===== src/rtl/sgde_pkg.sv =====
// Shared types and width helpers for the second-generation sprite drawing engine.
package sgde_pkg;

  typedef enum logic [2:0] {
    StIdle,
    StClear,
    StDraw,
    StDrain,
    StDone
  } sgde_state_e;

  // List entries are stored at a fixed maximum width; unused high bits stay zero.
  localparam int unsigned CoordMaxW = 16;
  localparam int unsigned TypeMaxW  = 8;

  typedef struct packed {
    logic [CoordMaxW-1:0] x;
    logic [CoordMaxW-1:0] y;
    logic [TypeMaxW-1:0]  spr_type;
  } sgde_entry_t;

  function automatic int unsigned sr_aw(input int unsigned tw, input int unsigned sw);
    return tw + 2 * sw;
  endfunction

  function automatic int unsigned fb_aw(input int unsigned xw, input int unsigned yw);
    return xw + yw;
  endfunction

endpackage


===== src/rtl/sgde_gen2_if.sv =====
// Command, status and memory-bus signals of the sprite engine.
interface sgde_gen2_if #(
  parameter int unsigned XW = 6,
  parameter int unsigned YW = 6,
  parameter int unsigned SW = 3,
  parameter int unsigned TW = 2,
  parameter int unsigned CW = 12
);
  localparam int unsigned SrAw = sgde_pkg::sr_aw(TW, SW);
  localparam int unsigned FbAw = sgde_pkg::fb_aw(XW, YW);

  logic            sprite;
  logic [XW-1:0]   X;
  logic [YW-1:0]   Y;
  logic [TW-1:0]   sprite_type;
  logic            start;
  logic            clear_en;
  logic [CW-1:0]   bg_color;
  logic            ready;
  logic            done;
  logic            overflow;
  logic            SR_CEN;
  logic [SrAw-1:0] SR_A;
  logic [CW:0]     SR_Q;
  logic            FB_CEN;
  logic            FB_WEN;
  logic [FbAw-1:0] FB_A;
  logic [CW-1:0]   FB_D;

  modport master (
    input  sprite, X, Y, sprite_type, start, clear_en, bg_color, SR_Q,
    output ready, done, overflow, SR_CEN, SR_A, FB_CEN, FB_WEN, FB_A, FB_D
  );

  modport slave (
    output sprite, X, Y, sprite_type, start, clear_en, bg_color, SR_Q,
    input  ready, done, overflow, SR_CEN, SR_A, FB_CEN, FB_WEN, FB_A, FB_D
  );

endinterface


===== src/rtl/sgde_sprite_list.sv =====
// Sprite placement list: NMAX-entry register file with append pointer and sticky overflow.
module sgde_sprite_list import sgde_pkg::*; #(
  parameter int unsigned NMAX = 20,
  parameter int unsigned XW   = 6,
  parameter int unsigned YW   = 6,
  parameter int unsigned TW   = 2,
  localparam int unsigned IdxW = (NMAX > 1) ? $clog2(NMAX) : 1,
  localparam int unsigned CntW = $clog2(NMAX + 1)
) (
  input  logic            clk,
  input  logic            reset,
  input  logic            load_i,
  input  logic [XW-1:0]   x_i,
  input  logic [YW-1:0]   y_i,
  input  logic [TW-1:0]   type_i,
  input  logic            ovf_clr_i,
  input  logic            cnt_clr_i,
  input  logic [IdxW-1:0] rd_idx_i,
  output sgde_entry_t     rd_entry_o,
  output logic [CntW-1:0] cnt_o,
  output logic            overflow_o
);

  sgde_entry_t     mem_q [NMAX];
  logic [CntW-1:0] cnt_q;
  logic            ovf_q;
  logic            room;

  assign room       = cnt_q < CntW'(NMAX);
  assign rd_entry_o = mem_q[rd_idx_i];
  assign cnt_o      = cnt_q;
  assign overflow_o = ovf_q;

  always_ff @(posedge clk) begin
    if (load_i && room) begin
      mem_q[cnt_q[IdxW-1:0]] <= '{x:        CoordMaxW'(x_i),
                                 y:        CoordMaxW'(y_i),
                                 spr_type: TypeMaxW'(type_i)};
    end
  end

  // A start in the same cycle as a dropped load still clears the flag.
  always_ff @(posedge clk or negedge reset) begin
    if (!reset) begin
      cnt_q <= '0;
      ovf_q <= 1'b0;
    end else begin
      if (cnt_clr_i) begin
        cnt_q <= '0;
      end else if (load_i && room) begin
        cnt_q <= cnt_q + CntW'(1);
      end
      if (ovf_clr_i) begin
        ovf_q <= 1'b0;
      end else if (load_i && !room) begin
        ovf_q <= 1'b1;
      end
    end
  end

endmodule


===== src/rtl/sgde_gen2.sv =====
// Sprite drawing engine: optional frame clear, then paints listed sprites from SR into FB.
module sgde_gen2 import sgde_pkg::*; #(
  parameter int unsigned XW   = 6,
  parameter int unsigned YW   = 6,
  parameter int unsigned SW   = 3,
  parameter int unsigned TW   = 2,
  parameter int unsigned CW   = 12,
  parameter int unsigned NMAX = 20
) (
  input logic         clk,
  input logic         reset,
  sgde_gen2_if.master bus
);

  localparam int unsigned FbAw = fb_aw(XW, YW);
  localparam int unsigned PixW = 2 * SW;
  localparam int unsigned IdxW = (NMAX > 1) ? $clog2(NMAX) : 1;
  localparam int unsigned CntW = $clog2(NMAX + 1);

  sgde_state_e     state_q, state_d;
  logic            alive_q;
  logic [FbAw-1:0] clr_q, clr_d;
  logic [IdxW-1:0] idx_q, idx_d;
  logic [PixW-1:0] pix_q, pix_d;
  logic [CW-1:0]   bg_q, bg_d;
  logic            pend_q, pend_d;
  logic [XW:0]     wx_q, wx_d;
  logic [YW:0]     wy_q, wy_d;

  logic            ready;
  logic            load;
  logic            go;
  logic            list_clr;
  logic [CntW-1:0] cnt;
  sgde_entry_t     entry;
  logic [SW-1:0]   pix_r;
  logic [SW-1:0]   pix_c;
  logic            last_pix;
  logic            last_spr;
  logic            wr_pix;
  logic            unused_entry;

  // ready stays low until the first edge after reset release.
  assign ready    = alive_q & (state_q == StIdle);
  assign load     = ready & bus.sprite;
  assign go       = ready & bus.start;
  assign list_clr = (state_q == StDone);
  assign pix_r    = pix_q[PixW-1:SW];
  assign pix_c    = pix_q[SW-1:0];
  assign last_pix = &pix_q;
  assign last_spr = (CntW'(idx_q) + CntW'(1)) == cnt;

  assign bus.ready    = ready;
  assign bus.done     = (state_q == StDone);
  assign unused_entry = ^entry;

  sgde_sprite_list #(
    .NMAX (NMAX),
    .XW   (XW),
    .YW   (YW),
    .TW   (TW)
  ) u_list (
    .clk        (clk),
    .reset      (reset),
    .load_i     (load),
    .x_i        (bus.X),
    .y_i        (bus.Y),
    .type_i     (bus.sprite_type),
    .ovf_clr_i  (go),
    .cnt_clr_i  (list_clr),
    .rd_idx_i   (idx_q),
    .rd_entry_o (entry),
    .cnt_o      (cnt),
    .overflow_o (bus.overflow)
  );

  always_comb begin
    state_d = state_q;
    clr_d   = clr_q;
    idx_d   = idx_q;
    pix_d   = pix_q;
    bg_d    = bg_q;
    pend_d  = 1'b0;
    wx_d    = wx_q;
    wy_d    = wy_q;
    unique case (state_q)
      StIdle: begin
        if (go) begin
          bg_d  = bus.bg_color;
          clr_d = '0;
          idx_d = '0;
          pix_d = '0;
          // A sprite loaded in the start cycle counts as present.
          if (bus.clear_en) begin
            state_d = StClear;
          end else if (bus.sprite || (cnt != '0)) begin
            state_d = StDraw;
          end else begin
            state_d = StDone;
          end
        end
      end
      StClear: begin
        clr_d = clr_q + FbAw'(1);
        if (&clr_q) begin
          state_d = (cnt != '0) ? StDraw : StDone;
        end
      end
      StDraw: begin
        // Coordinates carry one extra bit so a carry marks the pixel as clipped.
        pend_d = 1'b1;
        wx_d   = {1'b0, entry.x[XW-1:0]} + (XW+1)'(pix_c);
        wy_d   = {1'b0, entry.y[YW-1:0]} + (YW+1)'(pix_r);
        pix_d  = pix_q + PixW'(1);
        if (last_pix) begin
          if (last_spr) begin
            state_d = StDrain;
          end else begin
            idx_d = idx_q + IdxW'(1);
          end
        end
      end
      StDrain: state_d = StDone;
      StDone:  state_d = StIdle;
      default: state_d = StIdle;
    endcase
  end

  always_comb begin
    bus.SR_CEN = 1'b1;
    bus.SR_A   = '0;
    bus.FB_CEN = 1'b1;
    bus.FB_WEN = 1'b1;
    bus.FB_A   = '0;
    bus.FB_D   = '0;
    wr_pix     = pend_q & bus.SR_Q[CW] & ~wx_q[XW] & ~wy_q[YW];
    if (state_q == StDraw) begin
      bus.SR_CEN = 1'b0;
      bus.SR_A   = {entry.spr_type[TW-1:0], pix_q};
    end
    if (state_q == StClear) begin
      bus.FB_CEN = 1'b0;
      bus.FB_WEN = 1'b0;
      bus.FB_A   = clr_q;
      bus.FB_D   = bg_q;
    end else if (wr_pix) begin
      bus.FB_CEN = 1'b0;
      bus.FB_WEN = 1'b0;
      bus.FB_A   = {wy_q[YW-1:0], wx_q[XW-1:0]};
      bus.FB_D   = bus.SR_Q[CW-1:0];
    end
  end

  always_ff @(posedge clk or negedge reset) begin
    if (!reset) begin
      state_q <= StIdle;
      alive_q <= 1'b0;
      clr_q   <= '0;
      idx_q   <= '0;
      pix_q   <= '0;
      bg_q    <= '0;
      pend_q  <= 1'b0;
      wx_q    <= '0;
      wy_q    <= '0;
    end else begin
      state_q <= state_d;
      alive_q <= 1'b1;
      clr_q   <= clr_d;
      idx_q   <= idx_d;
      pix_q   <= pix_d;
      bg_q    <= bg_d;
      pend_q  <= pend_d;
      wx_q    <= wx_d;
      wy_q    <= wy_d;
    end
  end

endmodule


===== src/flat_wrapper.sv =====
// flat-port wrapper written by rule: the top's interface ports become plain ports
module sgde_gen2_flat import sgde_pkg::*;
#(
  parameter int unsigned XW   = 6,
  parameter int unsigned YW   = 6,
  parameter int unsigned SW   = 3,
  parameter int unsigned TW   = 2,
  parameter int unsigned CW   = 12,
  parameter int unsigned NMAX = 20
)
  (clk, reset, bus_sprite, bus_X, bus_Y, bus_sprite_type, bus_start, bus_clear_en, bus_bg_color, bus_SR_Q, bus_ready, bus_done, bus_overflow, bus_SR_CEN, bus_SR_A, bus_FB_CEN, bus_FB_WEN, bus_FB_A, bus_FB_D);
  sgde_gen2_if #(.XW(XW), .YW(YW), .SW(SW), .TW(TW), .CW(CW)) bus_i ();
  input logic clk;
  input logic reset;
  input wire logic [$bits(bus_i.sprite)-1:0] bus_sprite;
  input wire logic [$bits(bus_i.X)-1:0] bus_X;
  input wire logic [$bits(bus_i.Y)-1:0] bus_Y;
  input wire logic [$bits(bus_i.sprite_type)-1:0] bus_sprite_type;
  input wire logic [$bits(bus_i.start)-1:0] bus_start;
  input wire logic [$bits(bus_i.clear_en)-1:0] bus_clear_en;
  input wire logic [$bits(bus_i.bg_color)-1:0] bus_bg_color;
  input wire logic [$bits(bus_i.SR_Q)-1:0] bus_SR_Q;
  output wire logic [$bits(bus_i.ready)-1:0] bus_ready;
  output wire logic [$bits(bus_i.done)-1:0] bus_done;
  output wire logic [$bits(bus_i.overflow)-1:0] bus_overflow;
  output wire logic [$bits(bus_i.SR_CEN)-1:0] bus_SR_CEN;
  output wire logic [$bits(bus_i.SR_A)-1:0] bus_SR_A;
  output wire logic [$bits(bus_i.FB_CEN)-1:0] bus_FB_CEN;
  output wire logic [$bits(bus_i.FB_WEN)-1:0] bus_FB_WEN;
  output wire logic [$bits(bus_i.FB_A)-1:0] bus_FB_A;
  output wire logic [$bits(bus_i.FB_D)-1:0] bus_FB_D;
  assign bus_i.sprite = bus_sprite;
  assign bus_i.X = bus_X;
  assign bus_i.Y = bus_Y;
  assign bus_i.sprite_type = bus_sprite_type;
  assign bus_i.start = bus_start;
  assign bus_i.clear_en = bus_clear_en;
  assign bus_i.bg_color = bus_bg_color;
  assign bus_i.SR_Q = bus_SR_Q;
  assign bus_ready = bus_i.ready;
  assign bus_done = bus_i.done;
  assign bus_overflow = bus_i.overflow;
  assign bus_SR_CEN = bus_i.SR_CEN;
  assign bus_SR_A = bus_i.SR_A;
  assign bus_FB_CEN = bus_i.FB_CEN;
  assign bus_FB_WEN = bus_i.FB_WEN;
  assign bus_FB_A = bus_i.FB_A;
  assign bus_FB_D = bus_i.FB_D;
  sgde_gen2 #(.XW(XW), .YW(YW), .SW(SW), .TW(TW), .CW(CW), .NMAX(NMAX)) u_core (.clk(clk), .reset(reset), .bus(bus_i));
endmodule

===== config.mk =====
export PLATFORM = sky130hd
export DESIGN_NAME = sgde_gen2_flat
export DESIGN_NICKNAME = d
export VERILOG_FILES = /design/src/rtl/sgde_pkg.sv /design/src/rtl/sgde_gen2_if.sv /design/src/rtl/sgde_sprite_list.sv /design/src/rtl/sgde_gen2.sv /design/src/flat_wrapper.sv
export SDC_FILE = /design/constraint.sdc
export NUM_CORES = 1
export LEC_CHECK = 0
export ABC_AREA = 1
export CAP_MARGIN = 20
export CELL_PAD_IN_SITES_DETAIL_PLACEMENT = 1
export CELL_PAD_IN_SITES_GLOBAL_PLACEMENT = 2
export CORE_MARGIN = 3
export CORE_UTILIZATION = 40
export DETAILED_ROUTE_END_ITERATION = 7
export HOLD_SLACK_MARGIN = 0.03
export PLACE_DENSITY_LB_ADDON = 0.1
export SLEW_MARGIN = 15
export SYNTH_ARGS = -nofsm -noshare
export SYNTH_HDL_FRONTEND = slang
export SYNTH_HIERARCHICAL = 1
export SYNTH_SLANG_ARGS = --single-unit

===== constraint.sdc =====
create_clock -name clk -period 5.7 [get_ports clk]
set_input_delay 1.14 -clock clk [delete_from_list [all_inputs] [get_ports clk]]
set_output_delay 1.14 -clock clk [all_outputs]
set_load 0.02 [all_outputs]

==> results.ini <==
[finish]
n_antenna_cell = 0
area_growth_pct = 16.83
drive_gt1_share_pct = 7.171
regArea_um2 = 9915
final_cells = 2016
n_fill_cell = 3981
final_nets = 1576
multi_input_area_um2 = 4312

[detailed_routing]
drt_pass1_iterations = 4
drt_wl_total_um = 42010
num_vias = 10630
drc_errors = 0
wire_per_inst_um = 20.84
vias_per_cell = 5.275
drt_iter0_drc = 548
final_antenna_net_count = 0

[floorplan]
initial_core_util_pct = 40.61
ios = 82
die-area_um2 = 39610
coreArea_um2 = 36700
die-height_um = 199.0
die_w_um = 199.0
rows = 70

[timing]
final.setup.worst_slack_ns = 0.9887
period_share_pct = 82.66
clock.fmax_ghz = 0.2123
clock_skew_ns = 0.01665
worstMarginPinSlew_ns = 1.087
finalHoldViolations = 0
relSlewSlack_pct = 27.48
grt_setup_unrepaired = no
final_max_slew_viol_count = 0
tns_ns = 0
min_period_ns = 4.711
setup_viol = 0

[clock_tree]
cts_resized = 0
cts_root_buffer = clkbuf_16
clk_path_buf_depth = 3
htreeDepth = 2
ctsHoldBuffers = 0
clk_pin_slew_ns = 0.06
post_cts_buffers = 0
cts_buffers = 40
cts_tree = built
clock_latency_ns = 0.56
cts.sinks = 340

[setup_path]
arrival_ns = 3.57
setup.worst_path.end_class = primary output
cp_common_cell = nand2_1
cpLargestDelayFamily = buffers and inverters
cp_num_buf_inv = 4
crit_path_start_kind = flop
crit_chain = inv_4 > buf_4 > o21ai_0 > o22ai_1 > nand2_1 > nand2_1 > inv_1 > nor2_1 > clkdlybuf4s50_1
required_ns = 4.56
worst_path_largest_cell_delay_ns = 0.72
worstSetupPathType = flop to primary output
cp_slowest_cell = dfrtp_4
crit_fanout = 61

[place]
hpwl_um = 26160
place_ws_ns = 1.275
dp.cells = 1942
port_buffers = 81
routabilityCongestion = 0.7647

[global_routing]
antenna_found_initial = 0
grt_overflow = 0
grt_max_degree = 64
grt_first_pass_wirelength_um = 65760
track_usage_pct = 21.82
grt_pass1_vias = 11220

[power_and_ir_drop]
power.density_nw_per_um2 = 302.7
peakVddDrop_mv = 0.2331
leakagePower_nw = 6.833

[run_status]
status = finished, final reports clean

[synth]
postSynthCellCount = 1436
ys_warn_count = 6
synth_nets = 1495
syn_area_per_cell_um2 = 10.38
synth_area_um2 = 14900

[min_path]
hp-class = flop to flop

[flow_run]
maxCapViolations = 0

[state kept, by name, indices dropped and copies added, names as in the netlist, 3 cells and up]
| register | count |
|---|---|
| u_core/u_list/cnt_o | 5 |
| u_core/wx_q | 7 |
| u_core/wy_q | 7 |
| u_core/pix_q | 6 |
| u_core/clr_q | 12 |
| u_core/state_q | 3 |
| u_core/bg_q | 12 |
| u_core/idx_q | 5 |
| u_core/u_list/mem_q | 280 |
[cell type report]
cell class,instances,share of cell area [%]
Multi-Input combinational cell,952,24.76
Timing Repair Buffer,111,6.029
Inverter,72,1.567
Tap cell,468,3.363
Clock buffer,49,6.065
Sequential cell,340,56.94
Clock inverter,24,1.272
[per-stage QoR]
stage	hold WS, ns	instance area [um2]	total power (W)	util, %
global placement	0.4563	16090	0.002814	43.85
finish	0.4699	17410	0.005271	47.45
global route	0.5062	17410	0.005442	47.45
floorplan	0.4402	14900	0.002744	-
CTS	0.4737	17400	0.005334	47.42
detailed placement	0.4673	16120	0.002815	43.93
[worst paths after layout]
path	depth (start not counted)	endpoint	slack, ns	startpoint
min reg2reg	1	u_core/clr_q[10]$_DFFE_PN0P_	0.47	u_core/clr_q[10]$_DFFE_PN0P_
max	9	bus_SR_A[7]	0.99	u_core/idx_q[0]$_DFFE_PN0P_
min	1	u_core/clr_q[10]$_DFFE_PN0P_	0.47	u_core/clr_q[10]$_DFFE_PN0P_
max reg2reg	18	u_core/wx_q[4]$_DFFE_PN0P_	1.87	u_core/idx_q[0]$_DFFE_PN0P_
min in group asynchronous	1	u_core/clr_q[2]$_DFFE_PN0P_	0.73	reset
max in group asynchronous	2	u_core/idx_q[0]$_DFFE_PN0P_	4.06	reset
[cell usage in the layout (no fill, tap or decap), types with 27 or more instances in the layout]
master / n
buf_4: 27
clkbuf_16: 41
edfxtp_1: 280
dfrtp_1: 58
o21ai_0: 48
inv_1: 68
clkdlybuf4s50_1: 80
nand3_1: 221
nand2_1: 495
nor2_1: 78
[worst register-to-register path, stage by stage (launching register included)]
cell     delay (ns)
dfrtp_4        0.72
inv_4          0.66
buf_4          0.47
nand2_1        0.09
nand3_1        0.08
nand3_1        0.09
nand2_1        0.16
nand2_1        0.08
nand2_1        0.11
nand2_1        0.07
nand2_1        0.13
ha_1           0.20
fa_1           0.20
nand2_1        0.06
inv_1          0.07
o21ai_0        0.10
or2_2          0.30
nand3_1        0.08
nand2_1        0.05
[per-layer routing]
metal | vias to the layer above | routed length (um) | track usage [%]
met1 | 5362 | 19250 | 30.19
met2 | 166 | 20510 | 36.38
met4 | 0 | 936 | 6.195
met3 | 62 | 1318 | 2.879
met5 | - | 0 | 0
li1 | 5044 | - | -
[power by group]
group / total, W / internal, W / leakage [nW] / switching (W)
clock network: 0.00251 / 0.00150 / 0.633 / 0.00101
logic: 0.0000695 / 0.0000259 / 2.92 / 0.0000436
registers: 0.00269 / 0.00269 / 3.28 / 0.0000000740
Note: power is estimated with default switching activity, not from simulation.
